==> src/rtl/muldiv_sequencer.sv <==
// muldiv_sequencer: iterative RV32M multiply/divide unit for the EX stage.
// Multiplies run LSB-first shift-add, divides run MSB-first restoring subtract,
// one step per cycle on magnitudes, with sign correction applied in FIN.
// Optional build macro MULDIV_EARLY_OUT_EN: trivial ops (divide by zero,
// multiply by zero) skip CALC and go straight to FIN.
module muldiv_sequencer #(
  parameter int XLEN  = 32,
  parameter int CNT_W = 5
) (
  input  logic            clk,
  input  logic            rst_n,
  input  logic            start,
  input  logic [2:0]      funct3,
  input  logic [XLEN-1:0] op_a,
  input  logic [XLEN-1:0] op_b,
  input  logic            flush,
  output logic [XLEN-1:0] result,
  output logic            done,
  output logic            busy,
  output logic            stall
);

  typedef enum logic [1:0] {
    S_IDLE = 2'd0,
    S_CALC = 2'd1,
    S_FIN  = 2'd2
  } state_t;

  localparam logic [CNT_W-1:0] LAST_CNT = CNT_W'(XLEN - 1);

  state_t              r_state;
  logic [CNT_W-1:0]    r_cnt;
  logic [2:0]          r_f3;
  logic [XLEN-1:0]     r_x;        // multiplier (shifts right) or dividend (shifts left)
  logic [XLEN-1:0]     r_y;        // multiplicand or divisor magnitude
  logic [2*XLEN-1:0]   r_acc;      // product, or {remainder, quotient}
  logic [XLEN-1:0]     r_raw_a;
  logic                r_neg;
  logic                r_dbz;

  // ---------------------------------------------------------------------
  // Operand decode on the incoming request
  // ---------------------------------------------------------------------
  logic            w_is_div;
  logic            w_a_signed;
  logic            w_b_signed;
  logic            w_a_neg;
  logic            w_b_neg;
  logic [XLEN-1:0] w_abs_a;
  logic [XLEN-1:0] w_abs_b;
  logic            w_neg;
  logic            w_dbz;

  assign w_is_div   = funct3[2];
  // MULH/MULHSU sign op_a, MULH signs op_b; DIV/REM sign both
  assign w_a_signed = w_is_div ? ~funct3[0]
                               : (funct3[1:0] == 2'b01) | (funct3[1:0] == 2'b10);
  assign w_b_signed = w_is_div ? ~funct3[0] : (funct3[1:0] == 2'b01);
  assign w_a_neg    = w_a_signed & op_a[XLEN-1];
  assign w_b_neg    = w_b_signed & op_b[XLEN-1];
  assign w_abs_a    = w_a_neg ? -op_a : op_a;
  assign w_abs_b    = w_b_neg ? -op_b : op_b;
  // remainder takes the dividend's sign; product and quotient take the xor
  assign w_neg      = (w_is_div & funct3[1]) ? w_a_neg : (w_a_neg ^ w_b_neg);
  assign w_dbz      = w_is_div & (op_b == '0);

`ifdef MULDIV_EARLY_OUT_EN
  logic w_early;
  assign w_early = w_dbz | (~w_is_div & ((op_a == '0) | (op_b == '0)));
`endif

  // ---------------------------------------------------------------------
  // One iteration of each datapath
  // ---------------------------------------------------------------------
  logic [XLEN-1:0]   w_addend;
  logic [XLEN:0]     w_mul_sum;
  logic [2*XLEN-1:0] w_mul_next;
  logic [XLEN:0]     w_rem_sh;
  logic              w_ge;
  logic [XLEN-1:0]   w_rem_diff;
  logic [XLEN-1:0]   w_rem_new;
  logic [2*XLEN-1:0] w_div_next;

  assign w_addend   = r_x[0] ? r_y : '0;
  assign w_mul_sum  = {1'b0, r_acc[2*XLEN-1:XLEN]} + {1'b0, w_addend};
  assign w_mul_next = {w_mul_sum, r_acc[XLEN-1:1]};

  // partial remainder stays below the divisor, so XLEN bits hold the difference
  assign w_rem_sh   = {r_acc[2*XLEN-1:XLEN], r_x[XLEN-1]};
  assign w_ge       = (w_rem_sh >= {1'b0, r_y});
  assign w_rem_diff = w_rem_sh[XLEN-1:0] - r_y;
  assign w_rem_new  = w_ge ? w_rem_diff : w_rem_sh[XLEN-1:0];
  assign w_div_next = {w_rem_new, r_acc[XLEN-2:0], w_ge};

  // ---------------------------------------------------------------------
  // Final result selection with sign correction and divide-by-zero override
  // ---------------------------------------------------------------------
  logic [2*XLEN-1:0] w_prod;
  logic [XLEN-1:0]   w_quo;
  logic [XLEN-1:0]   w_rem;
  logic [XLEN-1:0]   w_fin;

  assign w_prod = r_neg ? -r_acc : r_acc;
  assign w_quo  = r_neg ? -r_acc[XLEN-1:0] : r_acc[XLEN-1:0];
  assign w_rem  = r_neg ? -r_acc[2*XLEN-1:XLEN] : r_acc[2*XLEN-1:XLEN];

  // pick the word the op asks for
  always_comb begin
    w_fin = '0;
    case (r_f3)
      3'b000:                 w_fin = w_prod[XLEN-1:0];
      3'b001, 3'b010, 3'b011: w_fin = w_prod[2*XLEN-1:XLEN];
      3'b100, 3'b101:         w_fin = r_dbz ? '1 : w_quo;
      default:                w_fin = r_dbz ? r_raw_a : w_rem;
    endcase
  end

  // ---------------------------------------------------------------------
  // Control outputs
  // ---------------------------------------------------------------------
  assign busy  = (r_state != S_IDLE);
  assign stall = ((r_state == S_IDLE) & start & ~flush) | (r_state == S_CALC);

  // sequencer FSM with datapath registers and registered result/done
  always_ff @(posedge clk or negedge rst_n) begin
    if (!rst_n) begin
      r_state <= S_IDLE;
      r_cnt   <= '0;
      r_f3    <= '0;
      r_x     <= '0;
      r_y     <= '0;
      r_acc   <= '0;
      r_raw_a <= '0;
      r_neg   <= 1'b0;
      r_dbz   <= 1'b0;
      result  <= '0;
      done    <= 1'b0;
    end else begin
      done <= 1'b0;
      if (flush) begin
        r_state <= S_IDLE;
        r_cnt   <= '0;
      end else begin
        case (r_state)
          S_IDLE: begin
            if (start) begin
              r_f3    <= funct3;
              r_raw_a <= op_a;
              r_neg   <= w_neg;
              r_dbz   <= w_dbz;
              r_acc   <= '0;
              r_cnt   <= '0;
              if (w_is_div) begin
                r_x <= w_abs_a;
                r_y <= w_abs_b;
              end else begin
                r_x <= w_abs_b;
                r_y <= w_abs_a;
              end
`ifdef MULDIV_EARLY_OUT_EN
              r_state <= w_early ? S_FIN : S_CALC;
`else
              r_state <= S_CALC;
`endif
            end
          end
          S_CALC: begin
            if (r_f3[2]) begin
              r_acc <= w_div_next;
              r_x   <= r_x << 1;
            end else begin
              r_acc <= w_mul_next;
              r_x   <= r_x >> 1;
            end
            r_cnt <= r_cnt + 1'b1;
            if (r_cnt == LAST_CNT) begin
              r_state <= S_FIN;
            end
          end
          S_FIN: begin
            result  <= w_fin;
            done    <= 1'b1;
            r_state <= S_IDLE;
          end
          default: r_state <= S_IDLE;
        endcase
      end
    end
  end

endmodule

==> config.mk <==
export PLATFORM = sky130hd
export DESIGN_NAME = muldiv_sequencer
export DESIGN_NICKNAME = d
export VERILOG_FILES = /design/src/rtl/muldiv_sequencer.sv
export SDC_FILE = /design/constraint.sdc
export NUM_CORES = 1
export LEC_CHECK = 0
export ABC_AREA = 0
export CORE_MARGIN = 1.5
export CORE_UTILIZATION = 38
export DETAILED_ROUTE_END_ITERATION = 12
export GPL_TIMING_DRIVEN = 0
export MAX_ROUTING_LAYER = met4
export SETUP_SLACK_MARGIN = 0.15
export SYNTH_ARGS = -nofsm -noshare
export SYNTH_HDL_FRONTEND = slang
export SYNTH_SLANG_ARGS = --single-unit
export TNS_END_PERCENT = 20
==> constraint.sdc <==
create_clock -name clk -period 6.74 [get_ports clk]
set_clock_uncertainty 0.1 [all_clocks]
set_input_delay 0.674 -clock clk [delete_from_list [all_inputs] [get_ports clk]]
set_output_delay 0.674 -clock clk [all_outputs]
set_load 0.01 [all_outputs]
Yosys cells after proc, flatten, opt, wreduce, memory -nomap -nowiden. Cells that the tools add are included.

Register bits after elaboration: 205. Latch bits: 0. Memory bits (writable): 0. ROM bits: 0. Output and inout bits: 35. Word-level logic and storage cells: 87. Memories: 0.

$add $sub $neg: 8. $mul: 0. Divide/modulo/power cells: 0. Magnitude comparators: 1. Equality and inequality tests: 13. Shifts and indexed selects: 0. Multiplexer cells: 30. Bitwise gates (word level): 11. Reductions and logical operators: 13.

Operators by type and width (number): $mux W32 (12); $mux W64 (3); $neg A32 Y32 (4); $pmux W64 S2 (1); $pmux W32 S3 (1); $neg A64 Y64 (1); $pmux W32 S2 (1); $add A32 B32 Y33 (1); $ge A33 B32 Y1 (1); $logic_not A32 Y1 (1); $sub A32 B32 Y32 (1); $mux W5 (2); $pmux W5 S2 (1); $and A1 B1 Y1 (6); $eq A3 B2 Y1 const B (2); $eq A3 B3 Y1 const B (2); $mux W2 (3); $reduce_and A2 Y1 (3); $reduce_and A3 Y1 (2); $add A5 B1 Y5 const B (1); $eq A5 B5 Y1 const B (1); $mux W1 (5); $eq A2 B1 Y1 const B (2); $eq A2 B2 Y1 const B (2); other kinds (14) (17).

Logic depth before layout (Yosys ltp).
Word-level depth: 8. Gate-level depth with buffers: 15. Mapped depth without buffers: 14.

Worst setup path before layout. Ideal clock, no wire load.

Path type: register to register. From: reg r_x[0]. To: reg r_acc[61]. Setup time: 0.104 ns. Data arrival time: 3.580 ns. Slack: 2.956 ns. Stages on the path, launching flop included: 16. Cell sequence: dfrtp_1 > clkbuf_1 > and2_1 > ha_1 > inv_1 > fa_1 > nand2b_1 > a21oi_1 > o21ai_1 > o32ai_1 > a221oi_1 > o21ai_1 > a221oi_1 > o32ai_1 > mux2_2 > a221oi_1.

Cells in the longest elaborated chain, start to end: 4.

RTL lines: start, declared (line 34) `logic [XLEN-1:0] r_x;`; start signal, assigned (line 154) `r_x <= w_abs_a;`; start signal, assigned (line 157) `r_x <= w_abs_b;`; start signal, assigned (line 170) `r_x <= r_x << 1;`; $mux W32 (line 84) `assign w_addend = r_x[0] ? r_y : '0;`; $add A32 B32 Y33 (line 85) `assign w_mul_sum = {1'b0, r_acc[2*XLEN-1:XLEN]} + {1'b0, w_addend};`; $mux W64 (line 168) `if (r_f3[2]) begin`; $pmux W64 S2 (line 144) `case (r_state)`; end signal, assigned (line 169) `r_acc <= w_div_next;`; end signal, assigned (line 172) `r_acc <= w_mul_next;`; end, declared (line 36) `logic [2*XLEN-1:0] r_acc;`.

Every way passes these cells. A chain may end at the register's enable or synchronous reset.

Worst setup path after layout.
From: reg r_x[0]. To: reg r_acc[63].

Same word-level chain as after synthesis.

==> flow_summary.toml <==
[sta]
max_clock_freq_mhz = 185
rsz_0062_raised_after_global_routing = "false"
worstMarginPinSlew_ps = 1140
finalSetupViolCount = 0
worst_max_slew_margin_expressed_relative_to_the_limit = 0.229
report.final.slew_viol_count = 0
final-hold-violation-count = 0
setup_slack_ps = 1330
period_minus_slack_ps = 5410
hold_worst_slack_ps = 66.8
post-route-period-util = 0.803

[critical_path]
regToRegSetupSlack_ps = 1330
worstReg2RegStart = "r_x[0]"
critical_path.cell_chain = "clkbuf_1 -> and2_1 -> ha_1 -> inv_1 -> fa_1 -> nand2b_1 -> a21oi_1 -> o21ai_1 -> o32ai_1 -> o311ai_0 -> o41ai_1 -> a2111oi_0 -> o21ai_0 -> a21boi_0 -> a31oi_1"
crit_family = "compound AO/OA/AOI/OAI gates"
cp-end-kind = "flop"
reg_to_reg_critical_path_endpoint = "r_acc[63]"
startpoint = "r_x[0]"
worst_ep_required_time_ps = 7120
critical_path.slowest_cell = "o32ai_1"
critical_path.startpoint_type = "flop"
setup.worst_path.class = "reg2reg"
timing.critical_path.buf_inv = 2
ff2ff_path_depth = 15
cp.arrival_ps = 5790
critical-path-max-stage-delay_ps = 750
timing.critical_path.fanout_max = 10

[routing]
dr.max_layer_used = "met4"
routed_wl_mm = 73.2
detail_route.wl_per_cell_um = 24.7
final_antenna_net_count = 0
met2RoutedLength_mm = 31.9
wl_met3_mm = 4.92
drc_violations_left = 0
dr.first_iter.drc_count = 1812
route.layer.met1.wl_mm = 33.2
drt_pass_1_iters = 5
vias = 17586
drt-vias-per-instance = 5.94

[synth]
dominantRegCellSynth = "dfrtp_1"
post_synth_num_cell_types = 74
ys_seq_area_frac = 0.299
synthesis.instances = 2219
netlist_area_sq_mm = 0.0172
edff_count_synth = 0
asyncSetResetFlopFracSynth = 1.00
syn_area_per_cell_sq_um = 7.74
synthesis.nets = 2363
yosys_warnings = 0
ys_ff_latch = 205

[run_status]
status = "complete, no violations"

[clock_network]
clockBufferDepth = 3
cts.repair.resized = 0
post-cts-setup-buffers = 0
ctsHtreeMaxLevel = 1
clock_transition_at_the_register_clock_pins_on_the_worst_setup_and_hold_paths_after_cts_ps = 70
cts_hold_buffers = 0
cts_tree = "yes"
clock_insertion_delay_at_the_later_pin_of_the_skew_report_ps = 560
number_of_cts_inserted_buffers = 25
cts_root_buf = "clkbuf_16"
clock_sinks = 205

[floorplanning]
placeableCoreArea_sq_mm = 0.0444
placement_rows = 77
initial_utilization = 0.387
dieWidth_um = 216
chip_height_um = 216
fp.dieArea_sq_mm = 0.0465
num_io_pins = 106

[worst_hold_path]
min-delay-path-class = "in2async"

[global_routing]
grt_antenna_before_repair = 2
first_global_vias = 17000
global_route_wire_length_before_repair_mm = 110
grtUsageTotal = 0.321
pin_count_of_the_biggest_net_entering_global_routing = 111
globalRouteOverflowTotal = 0

[final_layout]
final_layout_size_suffix_gt1_frac = 0.0308
n_fill_cell = 4550
areaGrowthSynthToFinish_pct = 15.5
final_net_count = 2495

[power_and_ir_drop]
power_density_mw_per_mm2 = 372
leakagePower_nw = 8.60
vdd_drop_max_mv = 0.200

[place]
post-dp-hpwl_mm = 58.1
io_buffers = 104
globalplace.congestion = 1.02
place_ws_ps = 1470

[run]
max_cap_viol_count = 0
[cell families (layout without fill, tap and decap cells)]
family / after synthesis / in the layout / synth area share
buf+inv: 217 / 367 / 0.0482
flops: 205 / 205 / 0.299
other cells: 0 / 1 / 0
simple gates: 745 / 745 / 0.196
compound gates: 678 / 678 / 0.242
xor+xnor: 196 / 196 / 0.100
fa+ha+maj: 73 / 73 / 0.0541
mux: 105 / 105 / 0.0616
[cells in the final DEF, fill, tap and decap left out, types with 15 or more instances in the layout]
cell type        count
a31oi_1             16
and2_1              42
a22oi_1             19
clkbuf_1           124
nand3_1             23
xor2_1              91
mux2i_1            100
o21ai_0            217
o21a_1              18
o31ai_1             27
and3_1              19
xnor2_1            105
nor2_1             204
a221oi_1            19
a21oi_1            205
dfrtp_1            205
nor3_1              34
o41ai_1             19
clkdlybuf4s50_1    103
or3_1               21
a21o_1              30
o221ai_1            21
inv_1               70
nand2_1            313
or4_1               15
buf_1               20
ha_1                71
clkbuf_16           25
[cell type report]
cell class / instances / area [sq um] / share of cell area
multi-input cells: 1797 / 11200 / 0.565
diodes: 1 / 2.50 / 0.000126
well taps: 592 / 741 / 0.0374
flip-flops and latches: 205 / 5130 / 0.259
repair buffers: 105 / 1070 / 0.0541
plain buffers: 146 / 561 / 0.0283
clock buffers: 34 / 719 / 0.0363
clock inverters: 11 / 123 / 0.00618
inverters: 71 / 267 / 0.0134
[Yosys cell counts (9+ instances only)]
cell / n / share of area
nand4_1: 14 / 0.0051
a21oi_1: 205 / 0.060
a21o_1: 30 / 0.013
o21a_1: 18 / 0.0079
a211oi_1: 9 / 0.0039
ha_1: 71 / 0.052
or4_1: 15 / 0.0066
o41ai_1: 19 / 0.0097
nand2_1: 313 / 0.068
a22oi_1: 19 / 0.0083
o21ai_0: 217 / 0.063
mux2i_1: 100 / 0.058
and3_1: 19 / 0.0069
a221oi_1: 19 / 0.0097
nor3_1: 34 / 0.0099
nor2_1: 204 / 0.045
o221ai_1: 21 / 0.011
dfrtp_1: 205 / 0.30
xor2_1: 91 / 0.046
or3_1: 21 / 0.0077
clkbuf_1: 121 / 0.026
o31ai_1: 27 / 0.012
and2_1: 42 / 0.015
nand3_1: 23 / 0.0067
nand2b_1: 11 / 0.0040
xnor2_1: 105 / 0.054
a31oi_1: 16 / 0.0058
buf_1: 20 / 0.0044
or2_2: 10 / 0.0036
o211ai_1: 14 / 0.0061
o21bai_1: 12 / 0.0052
nor2b_1: 13 / 0.0047
inv_1: 70 / 0.015
nor4_1: 12 / 0.0044
[flip-flops by register name, indices dropped and copies added (netlist names), 2 cells and up]
| signal | count |
|---|---|
| r_raw_a | 32 |
| result | 32 |
| r_acc | 64 |
| r_cnt | 5 |
| r_x | 32 |
| r_y | 32 |
| r_state | 2 |
| r_f3 | 3 |
[stage by stage]
step	setup TNS (ps)	instance area [sq um]	power, mW	instances	utilization
after global routing	0	19800	7.80	2961	0.446
after global placement	-820400	18900	5.84	2915	0.427
after detailed placement	0	19000	5.84	2916	0.427
after floorplan	0	17200	4.52	2219	-
final	0	19800	7.37	2962	0.446
after CTS	0	19800	7.29	2961	0.446
[report_power, final]
part,switching [mW],total (mW),internal (mW)
clock network,0.592,1.42,0.825
registers,0.336,1.79,1.46
logic,2.64,4.16,1.52
total,3.57,7.37,3.80
[metal layers]
metal	vias to the layer above	track usage
li1	8150	-
met1	8582	0.447
met2	739	0.479
met3	115	0.0333
met4	0	0.125
met5	-	-
[how the worst max path moves through the flow]
stage,endpoint,slack (ps),cells past startpoint
global placement,r_acc[49],-4030,1
detailed placement,r_acc[63],1470,15
finish,r_acc[63],1330,15
global route,r_acc[63],1170,15
CTS,r_acc[63],1470,15
floorplan,r_acc[61],2960,15
Note: power is estimated with default switching activity, not from simulation.
